<file path="config.mk">
export PLATFORM = sky130hd
export DESIGN_NAME = uart_tx_arbiter
export DESIGN_NICKNAME = d
export VERILOG_FILES = /design/src/rtl/uart_tx_arbiter.sv
export SDC_FILE = /design/constraint.sdc
export NUM_CORES = 1
export LEC_CHECK = 0
export ABC_CLOCK_PERIOD_IN_PS = 2400
export BUFFER_PORTS_ARGS = -buffer_cell sky130_fd_sc_hd__buf_2
export CORE_MARGIN = 2
export CORE_UTILIZATION = 49
export DETAILED_ROUTE_END_ITERATION = 7
export GPL_TIMING_DRIVEN = 1
export PLACE_DENSITY = 0.69
export SYNTH_ARGS = -nofsm -noshare
export SYNTH_HDL_FRONTEND = slang
export SYNTH_SLANG_ARGS = --single-unit
</file>
<file path="constraint.sdc">
create_clock -name lpc_clk -period 2.4 [get_ports lpc_clk]
set_input_delay 0.12 -clock lpc_clk [delete_from_list [all_inputs] [get_ports lpc_clk]]
set_output_delay 0.12 -clock lpc_clk [all_outputs]
set_load 0.03 [all_outputs]
</file>
<file path="src/rtl/uart_tx_arbiter.sv">
// Shares one UART transmitter between a FIFO-buffered LPC host byte stream and a local byte source.
// Build option UART_TX_ARB_LOCAL_EN enables the local source; without it only the host FIFO is serviced.
module uart_tx_arbiter #(
  parameter int DEPTH_LOG2  = 2,
  parameter int ACK_TIMEOUT = 15
) (
  input  logic       lpc_clk,
  input  logic       lpc_rst,
  input  logic [7:0] host_data,
  input  logic       host_in,
  input  logic [7:0] loc_data,
  input  logic       loc_valid,
  output logic       loc_ready,
  output logic [7:0] tx_data,
  output logic       tx_start,
  input  logic       tx_busy,
  output logic       busy,
  output logic       ovf,
  input  logic       ovf_clr,
  output logic       grant_host
);
  // state  | meaning
  // S_IDLE | UART free check, arbitrate and launch
  // S_ACK  | launch issued, waiting for tx_busy or timeout
  // S_DONE | UART transmitting, waiting for tx_busy to fall
  typedef enum logic [1:0] {S_IDLE, S_ACK, S_DONE} state_t;

  localparam int DEPTH = 1 << DEPTH_LOG2;
  localparam logic [DEPTH_LOG2:0] FULL_CNT = (DEPTH_LOG2 + 1)'(DEPTH);
  localparam logic [7:0] TO_LOAD = 8'(ACK_TIMEOUT - 1);

  state_t state, state_nxt;

  logic                  host_in_q, host_in_qq;
  logic [7:0]            host_data_q;
  logic [7:0]            fifo_mem [DEPTH];
  logic [DEPTH_LOG2-1:0] wr_ptr, rd_ptr;
  logic [DEPTH_LOG2:0]   fifo_cnt, fifo_cnt_nxt;
  logic [7:0]            to_cnt;
  logic                  push_req, push, pop, drop, full;
  logic                  host_pend, loc_pend, host_win, loc_win, launch;
  logic [7:0]            launch_data;

`ifdef UART_TX_ARB_LOCAL_EN
  assign loc_pend    = loc_valid;
  assign launch_data = host_win ? fifo_mem[rd_ptr] : loc_data;
`else
  logic [8:0] unused_loc;
  assign unused_loc  = {loc_valid, loc_data};
  assign loc_pend    = 1'b0;
  assign launch_data = fifo_mem[rd_ptr];
`endif

  assign full      = (fifo_cnt == FULL_CNT);
  assign host_pend = (fifo_cnt != '0);
  assign push_req  = host_in_q & ~host_in_qq;
  // A pop in the same cycle frees the slot the incoming byte needs.
  assign push      = push_req & (~full | pop);
  assign drop      = push_req & full & ~pop;
  assign pop       = host_win;
  assign launch    = host_win | loc_win;
  assign loc_ready = loc_win;

  always_comb begin
    state_nxt = state;
    host_win  = 1'b0;
    loc_win   = 1'b0;
    case (state)
      S_IDLE: begin
        if (!tx_busy) begin
          // grant_host holds the previous winner, so a tie goes to the other source
          host_win = host_pend && (!loc_pend || !grant_host);
          loc_win  = loc_pend && !host_win;
          if (host_win || loc_win) state_nxt = S_ACK;
        end
      end
      S_ACK: begin
        if (tx_busy) state_nxt = S_DONE;
        else if (to_cnt == 8'd0) state_nxt = S_IDLE;
      end
      S_DONE: begin
        if (!tx_busy) state_nxt = S_IDLE;
      end
      default: state_nxt = S_IDLE;
    endcase
  end

  always_comb begin
    fifo_cnt_nxt = fifo_cnt;
    if (push && !pop) fifo_cnt_nxt = fifo_cnt + 1'b1;
    else if (pop && !push) fifo_cnt_nxt = fifo_cnt - 1'b1;
  end

  always_ff @(posedge lpc_clk) begin
    if (push) fifo_mem[wr_ptr] <= host_data_q;
  end

  always_ff @(posedge lpc_clk or negedge lpc_rst) begin
    if (!lpc_rst) begin
      host_in_q   <= 1'b0;
      host_in_qq  <= 1'b0;
      host_data_q <= 8'd0;
      wr_ptr      <= '0;
      rd_ptr      <= '0;
      fifo_cnt    <= '0;
      busy        <= 1'b0;
      ovf         <= 1'b0;
    end else begin
      host_in_q   <= host_in;
      host_in_qq  <= host_in_q;
      host_data_q <= host_data;
      if (push) wr_ptr <= wr_ptr + 1'b1;
      if (pop) rd_ptr <= rd_ptr + 1'b1;
      fifo_cnt <= fifo_cnt_nxt;
      busy     <= (fifo_cnt_nxt == FULL_CNT);
      if (drop) ovf <= 1'b1;
      else if (ovf_clr) ovf <= 1'b0;
    end
  end

  always_ff @(posedge lpc_clk or negedge lpc_rst) begin
    if (!lpc_rst) begin
      state      <= S_IDLE;
      to_cnt     <= 8'd0;
      tx_start   <= 1'b0;
      tx_data    <= 8'd0;
      grant_host <= 1'b0;
    end else begin
      state    <= state_nxt;
      tx_start <= launch;
      if (launch) begin
        tx_data    <= launch_data;
        grant_host <= host_win;
        to_cnt     <= TO_LOAD;
      end else if (state == S_ACK && to_cnt != 8'd0) begin
        to_cnt <= to_cnt - 8'd1;
      end
    end
  end

endmodule

</file>
### After elaboration in Yosys (flattened, before gate mapping)

Memories as Yosys holds them, arrays and structs flattened. A register that Yosys moved wholly into a read port is not among the register bits.
Index checks and enable logic that the tools add are counted.

* $add $sub $neg: 5
* $mul: 0
* div/mod/pow operators: 0
* magnitude comparators: 0
* eq/ne operators: 8
* shifts and indexed selects: 0
* mux-type cells: 16
* bitwise gates (word level): 8
* reduce and logical (&&, ||, !) cells: 13

Operators by type and width (count)
* $mux 8: 2
* $mux 2: 5
* $logic_not 8->1: 1
* $reduce_bool 8->1: 1
* $sub 8x1->8 const B: 1
* $eq 3x3->1 const B: 2
* $mux 1: 6
* $mux 3: 2
* $ne 2x2->1 const B: 3
* $pmux 2 s3: 1
* $add 2x1->2 const B: 2
* $and 1x1->1: 4
* $reduce_and 4->1: 1
* $reduce_bool 2->1: 2
* $add 3x1->3 const B: 1
* $logic_and 1x1->1: 3
* $logic_not 1->1: 3
* $ne 3x3->1 const B: 1
* $not 1->1: 3
* $reduce_bool 3->1: 1
* $sub 3x1->3 const B: 1
* $eq 2x1->1 const B: 1
* $eq 2x2->1 const B: 1
* $logic_not 2->1: 1
* $or 1x1->1: 1

* register bits: 31
* latch bits: 0
* memory bits (writable): 32
* bits in read-only memories: 0
* bits of input ports: 22
* output and inout port bits: 13
* logic and storage cells: 63
* memories: 1

Memory list
* fifo_mem: words 4, bits a word 8, read ports 1, clocked after memory_dff 1, write ports 1, RTL line 36 `logic [7:0] fifo_mem [DEPTH];`

### Longest topological paths before layout

Gate-level depths: netlist of run 1.

* depth in word-level cells: 10
* gate-level depth with buffers: 8
* depth with buffers taken out: 8

### Worst setup path after synthesis of run 1

Ideal clock, no wire load.

* kind: register -> register
* start point: register state[0]
* end point: memory fifo_mem[0][0], enable pin
* library setup time: 332 ps
* data arrival time: 1473 ps
* required time: 2068 ps
* path slack: 595 ps
* cell stages (with the launch flop): 5
* cell sequence: dfrtp_1 or3_1 buf_6 a31oi_2 and2_1

* longest elaborated chain between the ends: 6

Ends and longest elaborated chain
* from (decl): RTL line 32 `state_t state, state_nxt;`
* from (signal assigned): RTL line 129 `state <= state_nxt;`
* $logic_not 2->1: RTL line 68 `case (state)`
* $mux 1: RTL line 68
* $or 1x1->1: RTL line 58 `assign push = push_req & (~full | pop);`
* $and 1x1->1: RTL line 58
* $mux 1: RTL line 95 `if (push) fifo_mem[wr_ptr] <= host_data_q;`
* $mux 1 (implied by the code): RTL line 95
* to (decl): RTL line 36

Every way passes these cells.

### Worst setup path after layout of run 1

* start point: register state[0]
* end point: memory fifo_mem[2][3], enable pin

Same word-level chain as after synthesis.

==> impl_metrics.ini, run 1 <==
[power]
peakVddDrop_v = 0.000540
p_clk_share_pct = 28.3
p_sw_mw = 1.35
seqPwrFrac_pct = 43.0
p_int_mw = 2.71
leakagePower_nw = 1.41
switching_share_pct = 33.2
power.density_nw_per_um2 = 1180
comb_power_share_pct = 28.7

[worst_hold_path]
hold_depth = 2
min-delay-start = tx_busy
whs_endpoint = state[0]
hold_class = in -> reg

[setup_path]
startpoint_type = register
r2r_cells = 3
cp.required_ns = 2.38
crit_path_start = state[0]
path_max_fanout = 8
end_kind = register
rr_startpoint = state[0]
r2r-end = fifo_mem[2][3]
crit_type = reg -> reg
rrSetupSlack_ns = 0.26
crit_arrival_ns = 2.12

[floorplanning]
rows = 28
top_level_ports = 35
dieArea_um2 = 6560
fp.dieW_um = 81.0
initial_utilization_pct = 49.9
coreArea_um2 = 5820
dieHeight_um = 81.0

[global_route]
grt_usage_pct = 16.5
grt_max_degree = 40
overflow = 0
antenna_found_initial = 0
grt_pass1_wl_um = 7820
grt_pass1_vias = 1679

[sta]
post-route-period-util_pct = 89.0
timing.final.crit_period_ns = 2.14
finalSetupViolations = 0
fin_hold_ws_ns = 0.0234
drv_slew = 0
max_freq_ghz = 0.468
worst_pin_slew_ns = 0.876
finalHoldViolCount = 0
skew_ns = 0.0113
rsz0062_at_grt = no
finalSetupTns_ns = 0
relSlewSlack_pct = 41.6

[logic_synthesis]
yosysSeqAreaShare_pct = 66.7
syn_nets = 242
netlist_area_um2 = 2900
synth-seq-cells = 71
synth_ff_type = dfrtp_1
synthCells = 211
synthArstFlopShare_pct = 54.9
synth_edf_count = 32
ys_types = 42
syn_avg_cell_area_um2 = 13.8
yosys_warnings = 0

[final_layout]
area_delta_synth_final_pct = 17.9
drive_gt1_share_pct = 20.6
finalNonFillerCells = 328
finalNetCount = 279
final_area_um2 = 3420
multi_input_area_um2 = 878
final_util_pct = 58.9
diodes = 0
fillers = 504
regArea_um2 = 1940

[clock_network]
clk_pin_slew_worst_paths_ns = 0.07
htreeDepth = 3
clock_path_buffers = 2
clock_latency_ns = 0.34
cts_buffers = 9
clockRootBuffer = clkbuf_8
cts_setup_buffers = 0
cts_sinks = 71
ctsResizeCount = 0
cts_tree = built

[drt]
ant_nets = 0
num_vias = 1675
totalWireLength_um = 4770
vias_per_cell = 5.11
drc = 0
drt_iter0_markers = 74
dr.pass1.iters = 4
wl_per_cell_um = 14.5

[outcome]
outcome = finished, final reports clean

[run]
cap_violations = 0

[placement]
gp_congestion = 0.760
dpl_cell_area_um2 = 3070
dp_cells = 301
dp_hpwl_um = 2970
port_buffers = 24
==> layout make-up <==
type	instances	area share, %
Inverter	9	0.986
Clock inverter	7	3.51
Multi-Input combinational cell	121	25.6
Tap cell	75	2.74
Clock buffer	9	3.62
Timing Repair Buffer	36	6.94
Sequential cell	71	56.6
==> power by group through the flow <==
stage	Combinational [mW]	Clock (mW)	Sequential, mW
after floorplan	0.833	0	1.82
after global placement	1.13	0	1.76
after detailed placement	1.16	0	1.77
after CTS	1.18	1.17	1.75
after global routing	1.30	1.22	1.79
final	1.16	1.15	1.74
==> placed cells by master, fill, tap and decap left out, drive strengths merged <==
cell type,Yosys,final
dfrtp,39,39
nand2,33,33
edfxtp,32,32
buf,6,25
dlygate4sd3,0,11
inv,9,10
ha,9,9
clkbuf,4,9
nor2,8,8
mux4,8,8
xnor2,7,7
a21oi,6,6
o21ai,5,5
and2,4,4
nor3,4,4
nand2b,3,3
nor2b,3,3
nand3,3,3
and3,3,3
xor2,3,3
bufinv,0,3
or3,2,2
nor3b,2,2
nand3b,2,2
nand4,2,2
a31oi,2,2
clkinv,0,2
o221ai,1,1
o31ai,1,1
a211oi,1,1
nand4b,1,1
a311o,1,1
a21boi,1,1
mux2i,1,1
a311oi,1,1
o211ai,1,1
o22ai,1,1
o21a,1,1
conb,1,1
clkinvlp,0,1
==> synth_stat cells (2+ instances only) <==
cell type / n / area (µm²)
xor2_1: 3 / 26.3
nor2b_1: 3 / 18.8
nor3_1: 3 / 15.0
nand2_1: 33 / 124
and2_1: 4 / 25.0
or3_1: 2 / 12.5
nand3_1: 3 / 15.0
mux4_2: 8 / 180
nor3b_1: 2 / 15.0
buf_2: 2 / 10.0
nand4_1: 2 / 12.5
dfrtp_1: 39 / 976
xnor2_1: 7 / 61.3
buf_4: 2 / 15.0
a21oi_1: 6 / 30.0
edfxtp_1: 32 / 961
and3_1: 3 / 18.8
o21ai_0: 5 / 25.0
ha_1: 9 / 113
inv_1: 8 / 30.0
clkbuf_1: 4 / 15.0
nand3b_1: 2 / 15.0
nand2b_1: 3 / 18.8
nor2_1: 8 / 30.0
==> worst max-delay path, stage by stage, from the launching register on <==
cell,delay [ns]
dfrtp_1,0.42
or3_1,0.50
a31oi_2,0.40
and2_1,0.47
==> worst max-delay path by stage <==
stage	cells past startpoint	slack (ns)	end
after floorplan	4	0.60	fifo_mem[0][0]
after CTS	3	0.25	fifo_mem[0][2]
after global placement	3	0.31	fifo_mem[0][6]
final	3	0.26	fifo_mem[2][3]
after detailed placement	3	0.27	fifo_mem[2][6]
after global routing	3	0.16	fifo_mem[2][3]
==> what timing repair did <==
| action | 4_1_cts | 5_1_grt |
|---|---|---|
| endpoints found under the setup margin | 0 | 0 |
| endpoints found under the hold margin | 49 | 0 |
| hold buffers | 11 | 0 |
==> cell families (layout without fill, tap and decap cells) <==
family	count (synthesis)	in the layout	share of synthesized area, %
AOI/OAI and AO/OA	22	22	5.00
xor gates and xnor gates	10	10	3.02
other	1	1	0.129
adders and majority gates	9	9	3.88
and+or+nand+nor	70	70	11.7
DFF	71	71	66.7
muxes	9	9	6.55
buffers and inverters	19	61	3.06
==> state kept, by name (all words and copies together), names as in the netlist <==
register	cells
busy	1
fifo_cnt	3
fifo_mem	32
grant_host	1
host_data_q	8
host_in_q	1
host_in_qq	1
ovf	1
rd_ptr	2
state	2
to_cnt	8
tx_data	8
tx_start	1
wr_ptr	2
==> per-layer routing <==
layer	wire, µm	track usage (%)
met1	2150	19.9
met2	2440	27.3
met3	126	3.89
met4	47	9.66
met5	0	0
==> stage by stage <==
stage / worst slack [ns] / power (mW)
after floorplan: 0.595 / 2.65
after CTS: 0.245 / 4.11
after global routing: 0.165 / 4.31
final: 0.264 / 4.06
after detailed placement: 0.267 / 2.94
after global placement: 0.311 / 2.90
(Power assumes the default switching activity.)
==> run 2: changes to the inputs <==
--- a/config.mk
+++ b/config.mk
@@ -6,12 +6,13 @@
 export NUM_CORES = 1
 export LEC_CHECK = 0
 export ABC_CLOCK_PERIOD_IN_PS = 2400
-export BUFFER_PORTS_ARGS = -buffer_cell sky130_fd_sc_hd__buf_2
 export CORE_MARGIN = 2
-export CORE_UTILIZATION = 49
+export CORE_UTILIZATION = 51
 export DETAILED_ROUTE_END_ITERATION = 7
+export DONT_BUFFER_PORTS = 1
 export GPL_TIMING_DRIVEN = 1
-export PLACE_DENSITY = 0.69
+export PLACE_DENSITY = 0.66
+export RECOVER_POWER = 100
 export SYNTH_ARGS = -nofsm -noshare
 export SYNTH_HDL_FRONTEND = slang
 export SYNTH_SLANG_ARGS = --single-unit
==> impl_metrics.ini, run 2 (same netlist as run 1, synthesis figures left out) <==
[outcome]
violations = capacitance limit, slew limit
outcome = finished, violations left

[clock_network]
ctsResizeCount = 0
clock_latency_ns = 0.33
htreeDepth = 3
clock_path_buffers = 2
cts_sinks = 71
clockRootBuffer = clkbuf_8
cts_tree = built
cts_buffers = 9
clk_pin_slew_worst_paths_ns = 0.08

[drt]
drc = 0
dr.pass1.iters = 4
num_vias = 1636
wl_per_cell_um = 15.2
drt_iter0_markers = 153
vias_per_cell = 5.40
totalWireLength_um = 4600
ant_nets = 0

[power]
leakagePower_nw = 1.29
power.density_nw_per_um2 = 1130
p_clk_share_pct = 23.1
comb_power_share_pct = 24.5
peakVddDrop_v = 0.000542
switching_share_pct = 36.4
power_mw = 3.67
p_sw_mw = 1.34
p_int_mw = 2.33
seqPwrFrac_pct = 52.5

[sta]
rsz0062_at_grt = no
drv_slew = 40
post-route-period-util_pct = 87.3
relSlewSlack_pct = -14.1
max_freq_ghz = 0.477
finalHoldViolCount = 0
finalSetupTns_ns = 0
finalSetupViolations = 0
worst_pin_slew_ns = 1.71
timing.final.crit_period_ns = 2.09
skew_ns = 0.00869
timing.final.ws_setup_ns = 0.306

[setup_path]
cp.required_ns = 2.39
rrSetupSlack_ns = 0.31
r2r-end = fifo_mem[1][2]
path_max_fanout = 8
crit_type = reg -> reg
crit_arrival_ns = 2.08
end_kind = register
r2r_cells = 3
startpoint_type = register
rr_startpoint = state[0]

[floorplanning]
coreArea_um2 = 5510
dieHeight_um = 79.5
fp.dieW_um = 79.5
initial_utilization_pct = 52.7
top_level_ports = 35
rows = 27
dieArea_um2 = 6310

[final_layout]
largest_reg_flops = 32
diodes = 0
drive_gt1_share_pct = 10.4
largest_register = fifo_mem
finalNetCount = 257
area_delta_synth_final_pct = 12.0
finalNonFillerCells = 303
layout_commonest_cell = dfrtp_1
final_cell_mix = dfrtp_1 (39), nand2_1 (33), edfxtp_1 (32)
final_util_pct = 59.1

[worst_hold_path]
hold_depth = 4
whs_endpoint = fifo_cnt[0]
hold_class = in -> reg
min-delay-start = tx_busy

[global_route]
grt_pass1_vias = 1699
overflow = 0
grt_usage_pct = 16.7
antenna_found_initial = 0
grt_pass1_wl_um = 7830
grt_max_degree = 40

[placement]
dp_cells = 274
preCtsSetupSlack_ns = 0.303
gp_congestion = 0.743
port_buffers = 0
dp_hpwl_um = 3130

[run]
cap_violations = 1
==> run 2: what timing repair did <==
action	in CTS	in global routing
setup buffers	0	0
hold buffers	13	0
hold endpoints to repair	51	0
==> run 2: how the worst max path moves through the flow <==
stage / endpoint / from / cells after the start
after CTS: fifo_mem[0][7] / state[0] / 3
after global routing: busy / fifo_cnt[0] / 8
after floorplan: fifo_mem[0][0] / state[0] / 4
after global placement: fifo_mem[2][0] / state[0] / 3
final: fifo_mem[1][2] / state[0] / 3
after detailed placement: fifo_mem[0][1] / state[0] / 3
==> run 2: metrics by stage <==
| step | hold slack [ns] | cell area (µm²) |
|---|---|---|
| 4_1_cts | 0.171 | 3270 |
| 5_1_grt | 0.233 | 3250 |
| 3_3_place_gp | -0.174 | 2950 |
| 3_5_place_dp | -0.174 | 2950 |
| 2_1_floorplan | -0.176 | 2900 |
| 6_report | 0.212 | 3250 |
==> run 2: per-layer routing <==
layer  global-route usage, %  up-vias  share of wire [%]
met4                    8.28        0                1.2
met3                    3.96       10                3.5
met5                       0        -                  0
met2                    26.0       33                 52
li1                        -      768                  -
met1                    22.1      825                 44
==> run 2: layout make-up <==
| class | count | area [µm²] |
|---|---|---|
| Fill cell | 420 | 2250 |
| Sequential cell | 71 | 1940 |
| Multi-Input combinational cell | 121 | 873 |
| Timing Repair Buffer | 14 | 136 |
| Clock buffer | 9 | 124 |
| Tap cell | 72 | 90.1 |
| Clock inverter | 7 | 57.6 |
| Inverter | 9 | 33.8 |
==> run 2: critical path, cell delays in order, from the launching register on <==
cell and delay (ns):
dfrtp_1 0.41, or3_1 0.49, a31oi_2 0.40, and2_1 0.45
==> run 2: power by group through the flow <==
stage          sequential (mW)  clock, mW  combinational (mW)
2_1_floorplan             1.82          0               0.833
6_report                  1.93      0.847               0.898
4_1_cts                   1.93      0.873               0.924
5_1_grt                   1.97      0.938                1.02
3_3_place_gp              1.94          0               0.851
3_5_place_dp              1.96          0               0.885
==> run 3: changes to the inputs <==
--- a/config.mk
+++ b/config.mk
@@ -6,12 +6,11 @@
 export NUM_CORES = 1
 export LEC_CHECK = 0
 export ABC_CLOCK_PERIOD_IN_PS = 2400
-export CORE_MARGIN = 2
+export BUFFER_PORTS_ARGS = -buffer_cell sky130_fd_sc_hd__buf_2
 export CORE_UTILIZATION = 51
 export DETAILED_ROUTE_END_ITERATION = 7
-export DONT_BUFFER_PORTS = 1
 export GPL_TIMING_DRIVEN = 1
-export PLACE_DENSITY = 0.66
+export PLACE_DENSITY = 0.71
 export RECOVER_POWER = 100
 export SYNTH_ARGS = -nofsm -noshare
 export SYNTH_HDL_FRONTEND = slang
==> impl_metrics.ini, run 3 (same netlist as run 1, synthesis figures left out) <==
[setup_path]
crit_cells = 3
rrSetupSlack_ns = 0.19
crit_path_start = state[0]
setup.worst_path.end = fifo_mem[1][2]
path_max_fanout = 8
r2r-end = fifo_mem[1][2]
crit_arrival_ns = 2.18
path_cells = or3_1 -> a31oi_2 -> and2_0
critical-path-top-delay-family = simple AND/OR/NAND/NOR gates
worst-path-buf-inv = 0
startpoint_type = register
end_kind = register
rr_startpoint = state[0]
cp.required_ns = 2.37
slowest_delay_ns = 0.55
slowest_stage = and2_0
crit_type = reg -> reg
r2r_cells = 3

[placement]
dp_hpwl_um = 2940
port_buffers = 24
dp_cells = 299
gp_congestion = 0.769

[power]
leakagePower_nw = 1.36
power.density_nw_per_um2 = 1160
peakVddDrop_v = 0.000571

[floorplanning]
top_level_ports = 35
coreArea_um2 = 5510
dieHeight_um = 77.5
initial_utilization_pct = 52.7
dieArea_um2 = 6000
rows = 27
fp.dieW_um = 77.5

[global_route]
grt_util_met3_pct = 4.00
overflow = 0
globalRouteMet1Util_pct = 21.8
grt-busiest-layer = met2
grt_use_met2_pct = 28.3
grt_usage_pct = 17.4
grt_max_degree = 40
grt_pass1_wl_um = 7800
grt_pass1_vias = 1684
antenna_found_initial = 0

[drt]
wl_per_cell_um = 14.0
drt_iter0_markers = 91
totalWireLength_um = 4570
drc = 0
ant_nets = 0
num_vias = 1646
vias_per_cell = 5.05
dr.pass1.iters = 4

[final_layout]
largest_register = fifo_mem
drive_gt1_share_pct = 14.6
final_util_pct = 61.4
fillers = 449
finalNonFillerCells = 326
final_cell_mix = dfrtp_1 (39), nand2_1 (33), edfxtp_1 (32)
largest_reg_flops = 32
diodes = 0
area_delta_synth_final_pct = 16.5
finalNetCount = 280
layout_commonest_cell = dfrtp_1

[sta]
skew_ns = 0.00974
rsz0062_at_grt = no
post-route-period-util_pct = 92.0
finalSetupViolations = 0
finalSetupTns_ns = 0
worst_pin_slew_ns = 0.975
finalHoldViolCount = 0
max_freq_ghz = 0.453
drv_slew = 0
relSlewSlack_pct = 35.0
timing.final.crit_period_ns = 2.21

[clock_network]
clockRootBuffer = clkbuf_8
cts_buffers = 9
clock_latency_ns = 0.34
cts_tree = built
clk_pin_slew_worst_paths_ns = 0.08
htreeDepth = 3
cts_sinks = 71
cts_setup_buffers = 0
clock_path_buffers = 2

[worst_hold_path]
hold_class = in -> reg

[outcome]
outcome = finished, final reports clean

[run]
cap_violations = 0
==> run 3: cell count changes in the layout (fill, tap and decap cells not counted), moves of 2 or more <==
cell	change
buf_2	+11
bufinv_16	+2
clkbuf_1	+13
clkinv_4	-2
inv_6	+2
==> run 3: worst min-delay path by stage <==
stage	slack, ns	from	cells after the start	endpoint
after CTS	0.02	tx_busy	2	state[1]
after detailed placement	0.23	host_data[6]	1	host_data_q[6]
after floorplan	-0.18	lpc_rst	0	busy
after global placement	0.23	host_data[5]	1	host_data_q[5]
final	0.04	tx_busy	2	state[1]
after global routing	0.03	tx_busy	2	state[1]
==> run 3: repair_timing <==
item	CTS	global route
hold buffers	11	0
endpoints found under the hold margin	49	0
resized for setup	0	0
==> run 3: power by group <==
group / switching [mW] / leakage (nW) / internal (mW)
registers: 0.216 / 0.763 / 1.53
logic: 0.663 / 0.487 / 0.454
clock network: 0.471 / 0.111 / 0.598
total: 1.35 / 1.36 / 2.58
==> run 3: cell type report <==
type                    count  area, µm²  area share [%]
multi-input cells         121        873            25.8
clock inverters             7        103            3.03
repair buffers             37        223            6.58
well taps                  72       90.1            2.66
clock buffers               9        124            3.66
inverters                   9       33.8           0.999
flip-flops and latches     71       1940            57.2
==> run 3: per-stage QoR <==
stage | hold slack [ns] | setup WS, ns | total power, mW | area [µm²]
2_1_floorplan | -0.176 | 0.595 | 2.65 | 2900
3_3_place_gp | 0.228 | 0.299 | 2.91 | 3070
3_5_place_dp | 0.229 | 0.292 | 2.93 | 3070
4_1_cts | 0.0249 | 0.273 | 4.02 | 3410
5_1_grt | 0.0322 | 0.0863 | 4.17 | 3380
6_report | 0.0373 | 0.191 | 3.93 | 3380
==> run 3: worst reg2reg max path, cell delays in order (launching register included) <==
cell	delay (ns)
dfrtp_1	0.41
or3_1	0.48
a31oi_2	0.42
and2_0	0.55
==> run 3: layer usage <==
layer,up-vias,share of wire [%]
met3,4,3.0
met2,24,51
li1,820,-
met1,798,45
met4,0,0.79
met5,-,0
